==> src/rtl/if_sdp_fifo_b_pkg.sv <==
// if_sdp_fifo_b_pkg
//   Shared sizing helpers for the block-RAM FIFO.
//   rl_of : RAM read latency for a given output-register setting.
//   sd_of : prefetch skid depth (RL+1) that covers a full round trip.
//   cnt_w : RAM occupancy counter width (must hold 2**AW itself).
//   lvl_w : total level width (RAM + in-flight + skid).
package if_sdp_fifo_b_pkg;

  // Skid/in-flight counts never exceed RL+1 <= 3; 4 bits leaves headroom
  // for the intermediate sum in the issue check.
  localparam int SCW = 4;

  function automatic int rl_of(input bit oreg);
    return oreg ? 2 : 1;
  endfunction

  function automatic int sd_of(input bit oreg);
    return rl_of(oreg) + 1;
  endfunction

  function automatic int cnt_w(input int aw);
    return aw + 1;
  endfunction

  function automatic int lvl_w(input int aw);
    return aw + 2;
  endfunction

endpackage

==> src/rtl/if_sdp_ram_b.sv <==
// if_sdp_ram_b
//   Simple dual-port block RAM, one clock for both ports.
//   A port : a_ce/a_we/a_ad/a_wd write.
//   B port : b_ce/b_ad read, b_rd data after 1 cycle (OREG=0) or 2 (OREG=1).
//   No reset on storage or read registers.
module if_sdp_ram_b #(
  parameter int AW   = 4,
  parameter int DW   = 8,
  parameter bit OREG = 1'b1
) (
  input  logic          Ck,
  input  logic          a_ce,
  input  logic          a_we,
  input  logic [AW-1:0] a_ad,
  input  logic [DW-1:0] a_wd,
  input  logic          b_ce,
  input  logic [AW-1:0] b_ad,
  output logic [DW-1:0] b_rd
);

  logic [DW-1:0] mem [1<<AW];
  logic [DW-1:0] rd_q;

  always_ff @(posedge Ck) begin
    if (a_ce && a_we) mem[a_ad] <= a_wd;
  end

  always_ff @(posedge Ck) begin
    if (b_ce) rd_q <= mem[b_ad];
  end

  if (OREG) begin : g_oreg
    logic [DW-1:0] rd_q2;
    always_ff @(posedge Ck) begin
      if (b_ce) rd_q2 <= rd_q;
    end
    assign b_rd = rd_q2;
  end else begin : g_noreg
    assign b_rd = rd_q;
  end

endmodule

==> src/rtl/if_sdp_fifo_b.sv <==
// if_sdp_fifo_b
//   Single-clock elastic FIFO over if_sdp_ram_b with a first-word-fall-through
//   valid/ready read side. A small skid buffer (RL+1 entries) is prefetched
//   from the RAM so the output sustains one word per cycle.
//   Ck, Rst        : clock, synchronous active-high reset
//   Wr_En, Wr_D    : write request/data; ignored while Full
//   Full, Ovf      : RAM full; registered pulse for a write seen while Full
//   Rd_Vld/Rdy/D   : head-of-queue stream, Rd_D held while stalled
//   Empty, Level   : total words held (RAM + in flight + skid)
module if_sdp_fifo_b
  import if_sdp_fifo_b_pkg::*;
#(
  parameter int    AW = 4,
  parameter int    DW = 8,
  parameter string OR = "TRUE"
) (
  input  logic          Ck,
  input  logic          Rst,
  input  logic          Wr_En,
  input  logic [DW-1:0] Wr_D,
  output logic          Full,
  output logic          Ovf,
  output logic          Rd_Vld,
  input  logic          Rd_Rdy,
  output logic [DW-1:0] Rd_D,
  output logic          Empty,
  output logic [AW+1:0] Level
);

  localparam bit OREG = (OR == "TRUE");
  localparam int RL   = rl_of(OREG);
  localparam int SD   = sd_of(OREG);
  localparam int CW   = cnt_w(AW);
  localparam int LW   = lvl_w(AW);
  localparam int SPW  = $clog2(SD);

  logic [AW-1:0]  wptr, rptr;
  logic [CW-1:0]  ram_cnt;     // written but not yet issued
  logic [RL-1:0]  vld_pipe;    // one bit per issued read, exits with b_rd
  logic [SCW-1:0] infl;
  logic [SCW-1:0] skid_cnt;
  logic [DW-1:0]  skid [SD];
  logic [SPW-1:0] hd, tl;
  logic [DW-1:0]  b_rd;
  logic           ovf_q;
  logic           wr_acc, rd_iss, pop, push, b_ce;

  function automatic logic [SPW-1:0] nxt(input logic [SPW-1:0] p);
    return (p == SPW'(SD-1)) ? '0 : p + 1'b1;
  endfunction

  assign b_ce   = 1'b1;
  assign Full   = (ram_cnt == CW'(1 << AW));
  assign wr_acc = Wr_En & ~Full;
  assign Rd_Vld = (skid_cnt != '0);
  assign pop    = Rd_Vld & Rd_Rdy;
  assign push   = vld_pipe[RL-1];

  always_comb begin
    infl = '0;
    for (int i = 0; i < RL; i++) infl = infl + SCW'(vld_pipe[i]);
  end

  // Issue only if the word will have a skid slot when it lands: words already
  // in the skid plus those in flight, net of this cycle's pop, stay <= RL.
  // ram_cnt only counts writes completed on an earlier edge, so the read never
  // targets the address being written this cycle.
  assign rd_iss = (ram_cnt != '0) && ((skid_cnt + infl - SCW'(pop)) <= SCW'(RL));

  if_sdp_ram_b #(.AW(AW), .DW(DW), .OREG(OREG)) u_ram (
    .Ck   (Ck),
    .a_ce (wr_acc),
    .a_we (wr_acc),
    .a_ad (wptr),
    .a_wd (Wr_D),
    .b_ce (b_ce),
    .b_ad (rptr),
    .b_rd (b_rd)
  );

  always_ff @(posedge Ck) begin
    if (Rst) begin
      wptr     <= '0;
      rptr     <= '0;
      ram_cnt  <= '0;
      vld_pipe <= '0;
      skid_cnt <= '0;
      hd       <= '0;
      tl       <= '0;
      ovf_q    <= 1'b0;
      for (int i = 0; i < SD; i++) skid[i] <= '0;
    end else begin
      wptr     <= wptr + AW'(wr_acc);
      rptr     <= rptr + AW'(rd_iss);
      ram_cnt  <= ram_cnt + CW'(wr_acc) - CW'(rd_iss);
      vld_pipe <= RL'({vld_pipe, rd_iss});
      ovf_q    <= Wr_En & Full;
      skid_cnt <= skid_cnt + SCW'(push) - SCW'(pop);
      if (push) begin
        skid[tl] <= b_rd;
        tl       <= nxt(tl);
      end
      if (pop) hd <= nxt(hd);
    end
  end

  assign Ovf   = ovf_q;
  assign Rd_D  = skid[hd];
  assign Level = LW'(ram_cnt) + LW'(infl) + LW'(skid_cnt);
  assign Empty = (Level == '0);

endmodule
==> config.mk <==
export PLATFORM = sky130hd
export DESIGN_NAME = if_sdp_fifo_b
export DESIGN_NICKNAME = d
export VERILOG_FILES = /design/src/rtl/if_sdp_fifo_b_pkg.sv /design/src/rtl/if_sdp_ram_b.sv /design/src/rtl/if_sdp_fifo_b.sv
export SDC_FILE = /design/constraint.sdc
export NUM_CORES = 1
export LEC_CHECK = 0
export CAP_MARGIN = 25
export CORE_ASPECT_RATIO = 1.4
export CORE_MARGIN = 2
export CORE_UTILIZATION = 45
export DETAILED_ROUTE_END_ITERATION = 8
export GPL_ROUTABILITY_DRIVEN = 0
export SYNTH_ARGS = -nofsm -noshare
export SYNTH_HDL_FRONTEND = slang
export SYNTH_SLANG_ARGS = --single-unit
==> constraint.sdc <==
create_clock -name Ck -period 8.3 [get_ports Ck]
set_clock_uncertainty 0.05 [all_clocks]
set_input_delay 0.83 -clock Ck [delete_from_list [all_inputs] [get_ports Ck]]
set_output_delay 0.83 -clock Ck [all_outputs]
set_load 0.005 [all_outputs]
==> impl_metrics.tcl <==
set metrics [dict create \
    hpwl_um 9383 \
    ctsResizeCount 0 \
    crit_chain "ha_1 > fa_1 > ha_1 > inv_1 > fa_1 > inv_1 > or4_1 > nor3_1 > clkdlybuf4s50_1" \
    power_density_nw_per_um2 292.9 \
    io_buffers 29 \
    routed_via_density 5.198 \
    netlist_instances 474 \
    synth_top_cell_by_area "edfxtp_1" \
    cts_buffers 20 \
    hp-class "reg2reg" \
    cts_max_level 1 \
    cap_violations 0 \
    antenna_found_initial 0 \
    ys_seq_elements 202 \
    hold_slack_ns 0.2688 \
    area_growth_pct 13.99 \
    fmax_ghz 0.2265 \
    rrSetupSlack_ns 4.25 \
    cts.clk_slew.worst_paths_ns 0.06 \
    placed_area_um2 8716 \
    final_cell_area_um2 9351 \
    diodes 0 \
    root_buffer "clkbuf_16" \
    totalWireLength_um 14540 \
    rsz0062_at_grt "no" \
    cts_sinks 202 \
    wire_per_inst_um 19.03 \
    finalHoldViolations 0 \
    netlist_top_cells_area "edfxtp_1, dfxtp_1, mux4_2" \
    n_fill_cell 1470 \
    antenna_left 0 \
    firstDrtPassIters 4 \
    grt_pass1_vias 4208 \
    leakage_nw 3.274 \
    worst_path_max_delay_cell "clkdlybuf4s50_1" \
    cts_buffer_depth 3 \
    grt_max_degree 35 \
    synth-async-reset-ratio 0 \
    syn_area_per_cell_um2 17.31 \
    yosys.area.top_type_share 0.5856 \
    setup_viol 0 \
    end_kind "output pin" \
    post_cts_buffers 0 \
    worstSetupPathType "reg2out" \
    worst-path-buf-inv 3 \
    grt.total_usage 0.1549 \
    final_nets 553 \
    path_max_fanout 7 \
    slowest_delay_ns 0.53 \
    drive_gt1_frac 0.1221 \
    fin_setup_tns_ns 0 \
    period_needed_ns 4.416 \
    worstSkewPairLatency_ns 0.50 \
    yosys_warnings 0 \
    die_h_um 163.8 \
    die_w_um 118.1 \
    synth_fp_nets 517 \
    grt_pass1_wl_um 23100 \
    drtIter0Drc 213 \
    ys_types 41 \
    postLayoutCoreUtil 0.5217 \
    fin_crit_sh 0.5320 \
    syn_area_um2 8204 \
    vdd_drop_max_v 0.0001786 \
    yosysSeqAreaShare 0.6881 \
    grt_overflow_total 0 \
    worst_ep_arrival_time_ns 3.54 \
    cts_hold_buf 0 \
    dieArea_um2 19340 \
    max_slew_margin 0.3146 \
    synth_flop_cell "edfxtp_1" \
    route.detailed.drc 0 \
    start_util 0.4577 \
    maxSlewViolCount 0 \
    worst_pin_slew_ns 1.024 \
    io_pins 30 \
    cts_tree "built" \
    status "finished clean" \
    coreArea_um2 17920 \
    synth_edf_count 160 \
    rows 58 \
    worstPathRequired_ns 7.42 \
    vias 3971 \
    cp_top_family "adder cells" \
    cp-start-kind "flip-flop" \
]
-- metrics by stage --
step	total power, W	std cells	setup WS (ns)
2_1_floorplan	0.001682	474	4.587
3_3_place_gp	0.001879	728	4.065
4_1_cts	0.002772	764	3.850
3_5_place_dp	0.001892	728	3.939
5_1_grt	0.002885	764	3.732
6_report	0.002739	764	3.884
-- layer usage --
metal	wire length (um)	global-route usage	vias up	share of wire
li1	-	-	1889	-
met1	5944	0.1852	2004	0.41
met2	7904	0.2861	59	0.54
met3	436	0.02465	19	0.030
met4	252	0.04929	0	0.017
met5	0	0	-	0
-- cell type report --
type | instances | area (um^2) | share of cell area
clock inverters | 11 | 96.34 | 0.01030
flip-flops and latches | 202 | 5648 | 0.6040
repair buffers | 33 | 320.3 | 0.03425
multi-input cells | 230 | 2361 | 0.2525
clock buffers | 25 | 539.3 | 0.05767
inverters | 23 | 86.33 | 0.009232
well taps | 240 | 300.3 | 0.03211
-- state kept, by name, indices dropped and copies added, names as in the netlist, named ones only --
name,cells
u_ram.mem,128
skid,32
u_ram.b_rd,8
u_ram.rd_q,8
ram_cnt,5
rptr,4
skid_cnt,4
wptr,4
hd,2
tl,2
vld_pipe,2
Ovf,1
-- kinds of logic after synthesis --
group / count (synthesis) / synth area share
AND/OR/NAND/NOR: 111 / 0.07244
adder cells (fa/ha/maj): 31 / 0.05277
multiplexers: 42 / 0.1206
flip-flops: 202 / 0.6881
buffers and inverters: 42 / 0.02532
XOR/XNOR: 12 / 0.01281
AO/OA/AOI/OAI: 34 / 0.02791
-- synthesized netlist by cell type, types with 12 or more instances --
cell	instances
nand2_1	15
mux4_2	22
ha_1	25
dfxtp_1	42
nor2_1	28
nor2b_1	12
mux4_1	18
and2_1	17
edfxtp_1	160
a22oi_1	16
inv_1	23
-- cell usage in the layout (no fill, tap or decap), types with 3 or more instances in the layout --
| master | netlist | layout |
|---|---|---|
| edfxtp_1 | 160 | 160 |
| dfxtp_1 | 42 | 40 |
| clkdlybuf4s50_1 | 0 | 29 |
| nor2_1 | 28 | 28 |
| ha_1 | 25 | 25 |
| inv_1 | 23 | 23 |
| mux4_2 | 22 | 22 |
| clkbuf_16 | 0 | 20 |
| mux4_1 | 18 | 18 |
| and2_1 | 17 | 17 |
| a22oi_1 | 16 | 16 |
| nand2_1 | 15 | 15 |
| nor2b_1 | 12 | 12 |
| a21oi_1 | 9 | 9 |
| and3_1 | 9 | 9 |
| xor2_1 | 6 | 6 |
| xnor2_1 | 6 | 6 |
| fa_1 | 6 | 6 |
| nand3_1 | 5 | 5 |
| a21o_1 | 5 | 5 |
| nor3_1 | 7 | 5 |
| nand2b_1 | 4 | 4 |
| buf_4 | 1 | 4 |
| clkinv_1 | 0 | 3 |
| clkbuf_1 | 6 | 3 |
-- final timing paths --
check                               end                    from  cells after the start
setup / recovery                  Empty  vld_pipe[1]$_SDFF_PP0_                      9
hold / removal    u_ram.b_rd[4]$_DFF_P_   u_ram.rd_q[4]$_DFF_P_                      0
setup reg to reg  ram_cnt[4]$_SDFF_PP0_  skid_cnt[2]$_SDFF_PP0_                     19
hold reg to reg   u_ram.b_rd[4]$_DFF_P_   u_ram.rd_q[4]$_DFF_P_                      0
-- worst reg2reg max path: cells and delay by family, from the launching register on --
| family | cells | cell delay [ns] |
|---|---|---|
| compound gates | 3 | 0.51 |
| fa+ha+maj | 6 | 1.63 |
| flops | 1 | 0.31 |
| buf+inv | 4 | 0.28 |
| simple gates | 6 | 1.17 |
-- where the power goes --
group          switching, W  internal (W)
sequential        0.0000711       0.00118
clock              0.000379      0.000496
combinational      0.000277      0.000331
No activity file was read; power rests on OpenSTA's default activity.
==> RTL change 1, RTL diff (same settings) <==
`AW` is set to 4 in 2 places; all go to 3.
--- a/src/rtl/if_sdp_ram_b.sv
+++ b/src/rtl/if_sdp_ram_b.sv
@@ -4,7 +4,7 @@
 //   B port : b_ce/b_ad read, b_rd data after 1 cycle (OREG=0) or 2 (OREG=1).
 //   No reset on storage or read registers.
 module if_sdp_ram_b #(
-  parameter int AW   = 4,
+  parameter int AW   = 3,
   parameter int DW   = 8,
   parameter bit OREG = 1'b1
 ) (
--- a/src/rtl/if_sdp_fifo_b.sv
+++ b/src/rtl/if_sdp_fifo_b.sv
@@ -10,7 +10,7 @@
 module if_sdp_fifo_b
   import if_sdp_fifo_b_pkg::*;
 #(
-  parameter int    AW = 4,
+  parameter int    AW = 3,
   parameter int    DW = 8,
   parameter string OR = "TRUE"
 ) (
Interface: changed (resized Level); port bits go from 30 to 29. The function was not compared with the original's and may differ.
==> RTL change 1 against the unedited design <==
  * Synthesized area down 33%
  * Total power shrank 22%
  * Routed wire length decreased by 37%
  * Sequential cell count is 67 lower
  * First-iteration DRC count shrank 51%
  * Via count is 30% lower
  * Design area down 30%
  * Worst setup slack improved by 170 ps
  * Largest cell class unchanged
==> RTL change 1: results (changes against the unedited design) <==
status=finished, final reports clean; Synth area leaders=edfxtp_1 (52%), dfxtp_1 (14%), mux4_2 (6.5%); GRT met2 Usage=26.4% (-2.3 points); Compound-Gate Fraction of Synth Area=1.86% (-0.93 points); adder-cell share of the synthesized area=7.16% (+1.9 points); CP arrival=3360 ps (-180 ps); Synth Area in XOR/XNOR=1.59% (+0.31 points); EDFF count, synth=96 (-40%); mux share of post-synthesis cell area=12.4% (+0.29 points); top cells by count, synth=edfxtp_1 (96), dfxtp_1 (39), ha_1 (22); Synth cell types=37 (-9.8%); Post-Route WL=9200 µm (-37%); metal2 WL=4830 µm (-39%); DP Area=5970 µm² (-32%); dpl hpwl=6020 µm (-36%); M1 WL=3960 µm (-33%); P_leak=2.42 nW (-26%); worst skew pair latency=400 ps (-100 ps); DR vias=2781 (-30%); layout cells sized above 1=17.2% (+5.0 points); peak supply drop=153 µV (-14%); met3 WL=268 µm (-39%); Starting DRT DRC Count=104 (-51%); nets=417 (-25%); clock buffer depth=2 (-1); Overall Global Routing Usage=15.2% (-0.26 points); worst r2r dst=ram_cnt[3]; WHS=275 ps (+6.71 ps); Mapped Nets=378 (-27%); R2R Setup Slk=4540 ps (+290 ps); met1 usage=18.2% (-0.30 points)
==> RTL change 1: worst max path at each step <==
stage | start | to | slack [ps] | depth (start not counted)
after detailed placement | Rd_Rdy | ram_cnt[3] | 3950 | 15
after floorplan | Rd_Rdy | ram_cnt[3] | 4780 | 14
after global placement | Rd_Rdy | ram_cnt[3] | 4040 | 15
after CTS | vld_pipe[1] | Empty | 4010 | 9
after global routing | vld_pipe[1] | Empty | 3880 | 9
final | vld_pipe[1] | Empty | 4060 | 9
==> RTL change 1: stage by stage <==
step           power [mW]  util, %  setup WS, ps  instances
2_1_floorplan        1.21        -          4780        338
3_3_place_gp         1.39     50.1          4040        503
3_5_place_dp         1.41     50.2          3950        504
4_1_cts              2.15     55.2          4010        536
5_1_grt              2.26     55.3          3880        537
6_report             2.12     55.3          4060        537
==> RTL change 1: cell type report <==
| type | instances | area (µm²) |
|---|---|---|
| repair buffers | 32 | 318 |
| clock buffers | 18 | 429 |
| clock inverters | 14 | 165 |
| inverters | 21 | 78.8 |
| fillers | 961 | 5310 |
| multi-input cells | 170 | 1730 |
| well taps | 147 | 184 |
| flip-flops and latches | 135 | 3660 |
==> RTL change 1: critical path, cell delays in order, from the launching register on <==
cell and delay (ps):
dfxtp_1 380, ha_1 250, fa_1 500, ha_1 160, inv_1 50, fa_1 480
inv_1 40, or4_1 510, nor2_1 90, clkdlybuf4s50_1 500
==> RTL change 1: logic make-up after synthesis <==
group           Yosys count
compound gates           17
simple gates             81
xor+xnor                 10
flops                   135
fa+ha+maj                28
buf+inv                  33
mux                      34
==> RTL change 1: power breakdown <==
part	internal (mW)	switching [mW]
combinational	0.285	0.225
sequential	0.808	0.0642
clock	0.451	0.290
total	1.54	0.580
==> RTL change 2, RTL diff (same settings) <==
Made on the original files. The output `Ovf` loses its register stage (`ovf_q` becomes a continuous assignment).
--- a/src/rtl/if_sdp_fifo_b.sv
+++ b/src/rtl/if_sdp_fifo_b.sv
@@ -87,14 +87,12 @@
       skid_cnt <= '0;
       hd       <= '0;
       tl       <= '0;
-      ovf_q    <= 1'b0;
       for (int i = 0; i < SD; i++) skid[i] <= '0;
     end else begin
       wptr     <= wptr + AW'(wr_acc);
       rptr     <= rptr + AW'(rd_iss);
       ram_cnt  <= ram_cnt + CW'(wr_acc) - CW'(rd_iss);
       vld_pipe <= RL'({vld_pipe, rd_iss});
-      ovf_q    <= Wr_En & Full;
       skid_cnt <= skid_cnt + SCW'(push) - SCW'(pop);
       if (push) begin
         skid[tl] <= b_rd;
@@ -104,6 +102,8 @@
     end
   end
 
+  assign ovf_q = Wr_En & Full;
+
   assign Ovf   = ovf_q;
   assign Rd_D  = skid[hd];
   assign Level = LW'(ram_cnt) + LW'(infl) + LW'(skid_cnt);
Formal check against the unedited RTL: no difference found for any inputs over 10 cycles, from zero or initial values and one cycle with Rst high; that may be too few to reach the edited logic, so the function may still have changed.
==> RTL change 2 against the unedited design <==
  * Count of clock-buffer cells in the layout grew 9
  * Global-route usage fell by 0.10 points
  * Critical path type unchanged
  * Routed wire length is 2.1% lower
  * First-iteration DRC count grew 32%
  * Design area grew 0.45%
  * Total power up 0.89%
  * Synthesized cell count fell by 0.21%
  * Synthesized area shrank 0.27%
  * Die area down 0.26%
  * Sequential share of layout area shrank 0.49 points
  * Register-to-register slack improved by 30 ps
  * Sequential cell count fell by 1
  * Via count decreased by 0.38%
  * Worst setup slack worse by 17 ps
==> RTL change 2: results (changes against the unedited design) <==
mux share of post-synthesis cell area=12.1% (+0.033 points); dpl hpwl=9370 µm (-0.18%); P_leak=3.29 nW (+0.48%); layout cells sized above 1=11.8% (-0.45 points); vias in the first global route=4198 (-0.24%); R2R Setup Slk=4280 ps (+30 ps); total CTS buffers=21 (+5.0%); fillcell total=1441 (-2.0%); pin count of the biggest net entering global routing=35 (unchanged); Overall Global Routing Usage=15.4% (-0.10 points); Compound-Gate Fraction of Synth Area=2.80% (+0.0077 points); Gate Count Post-Synth=473 (-0.21%); WL/cell=18.6 µm (-2.5%); adder-cell share of the synthesized area=5.29% (+0.015 points); Mapped Nets=516 (-0.19%); top cells by count, synth=edfxtp_1 (160), dfxtp_1 (41), nor2_1 (28); Non-Filler Instances=767 (+0.39%); biggest regs=u_ram.mem: 128 flops, skid: 32 flops; Worst Max-Slew Pin Slew=964 ps (-60.7 ps); Synth Flop Type=edfxtp_1; nets=555 (+0.36%); CTS root buf=clkbuf_16; status=finished, final reports clean; CP arrival=3550 ps (about the same); Synth area leaders=edfxtp_1 (59%), dfxtp_1 (10%), mux4_2 (6.1%); first-pass GRT wire length=23000 µm (-0.36%); Synth Area in XOR/XNOR=1.28% (+0.0035 points); DR vias=3956 (-0.38%); Starting DRT DRC Count=282 (+32%); grt ovf=0 (unchanged); worst hold path type=flip-flop to flip-flop; Inserted Diodes=0 (unchanged); HP Start=u_ram.rd_q[2]; sequential share of the synthesized area=68.8% (about the same); peak supply drop=217 µV (+21%)
## RTL change 2: metrics by stage
step	power [mW]	setup WS, ps	hold WS [ps]	area [µm²]
CTS	2.79	3830	271	9370
detailed placement	1.89	3880	262	8690
global route	2.92	3700	272	9390
floorplan	1.68	4590	260	8180
finish	2.76	3870	272	9390
global placement	1.87	4020	261	8690
## RTL change 2: how the worst min path moves through the flow
stage | end | slack [ps] | depth (start not counted)
2_1_floorplan | u_ram.b_rd[0] | 260 | 0
3_3_place_gp | u_ram.b_rd[6] | 260 | 0
3_5_place_dp | u_ram.b_rd[5] | 260 | 0
4_1_cts | u_ram.b_rd[2] | 270 | 0
5_1_grt | u_ram.b_rd[2] | 270 | 0
6_report | u_ram.b_rd[2] | 270 | 0
## RTL change 2: per-layer routing
layer  part of all wire [%]  GRT usage (%)  vias to the layer above
li1                       -              -                     1888
met2                     54           28.8                       54
met3                    3.3           2.58                       19
met1                     41           18.5                     1995
met4                    1.5           3.72                        0
met5                      0              0                        -
## RTL change 2: logic make-up after synthesis
logic type                 Yosys count
adders and majority gates           31
and+or+nand+nor                    111
muxes                               42
xor gates and xnor gates            12
buffers and inverters               42
DFF                                201
AOI/OAI and AO/OA                   34
## RTL change 2: layout make-up
cell class                      count  area [µm²]  area share (%)
Sequential cell                   201        5630            59.9
Multi-Input combinational cell    230        2350            25.0
Clock buffer                       34         648            6.90
Timing Repair Buffer               35         355            3.78
Tap cell                          240         300            3.20
Inverter                           23        86.3           0.919
Clock inverter                      4        27.5           0.293
## RTL change 2: report_power, final
group	internal [mW]	total [mW]	switching, mW
clock	0.537	0.907	0.370
sequential	1.18	1.25	0.0725
combinational	0.332	0.605	0.273
total	2.05	2.76	0.716
## RTL change 2: worst max-delay path, stage by stage (launching register included)
cell and delay, ps:
dfxtp_1 380, ha_1 250, fa_1 490, ha_1 170, inv_1 60, fa_1 480
inv_1 50, or4_1 520, nor3_1 150, clkdlybuf4s50_1 520
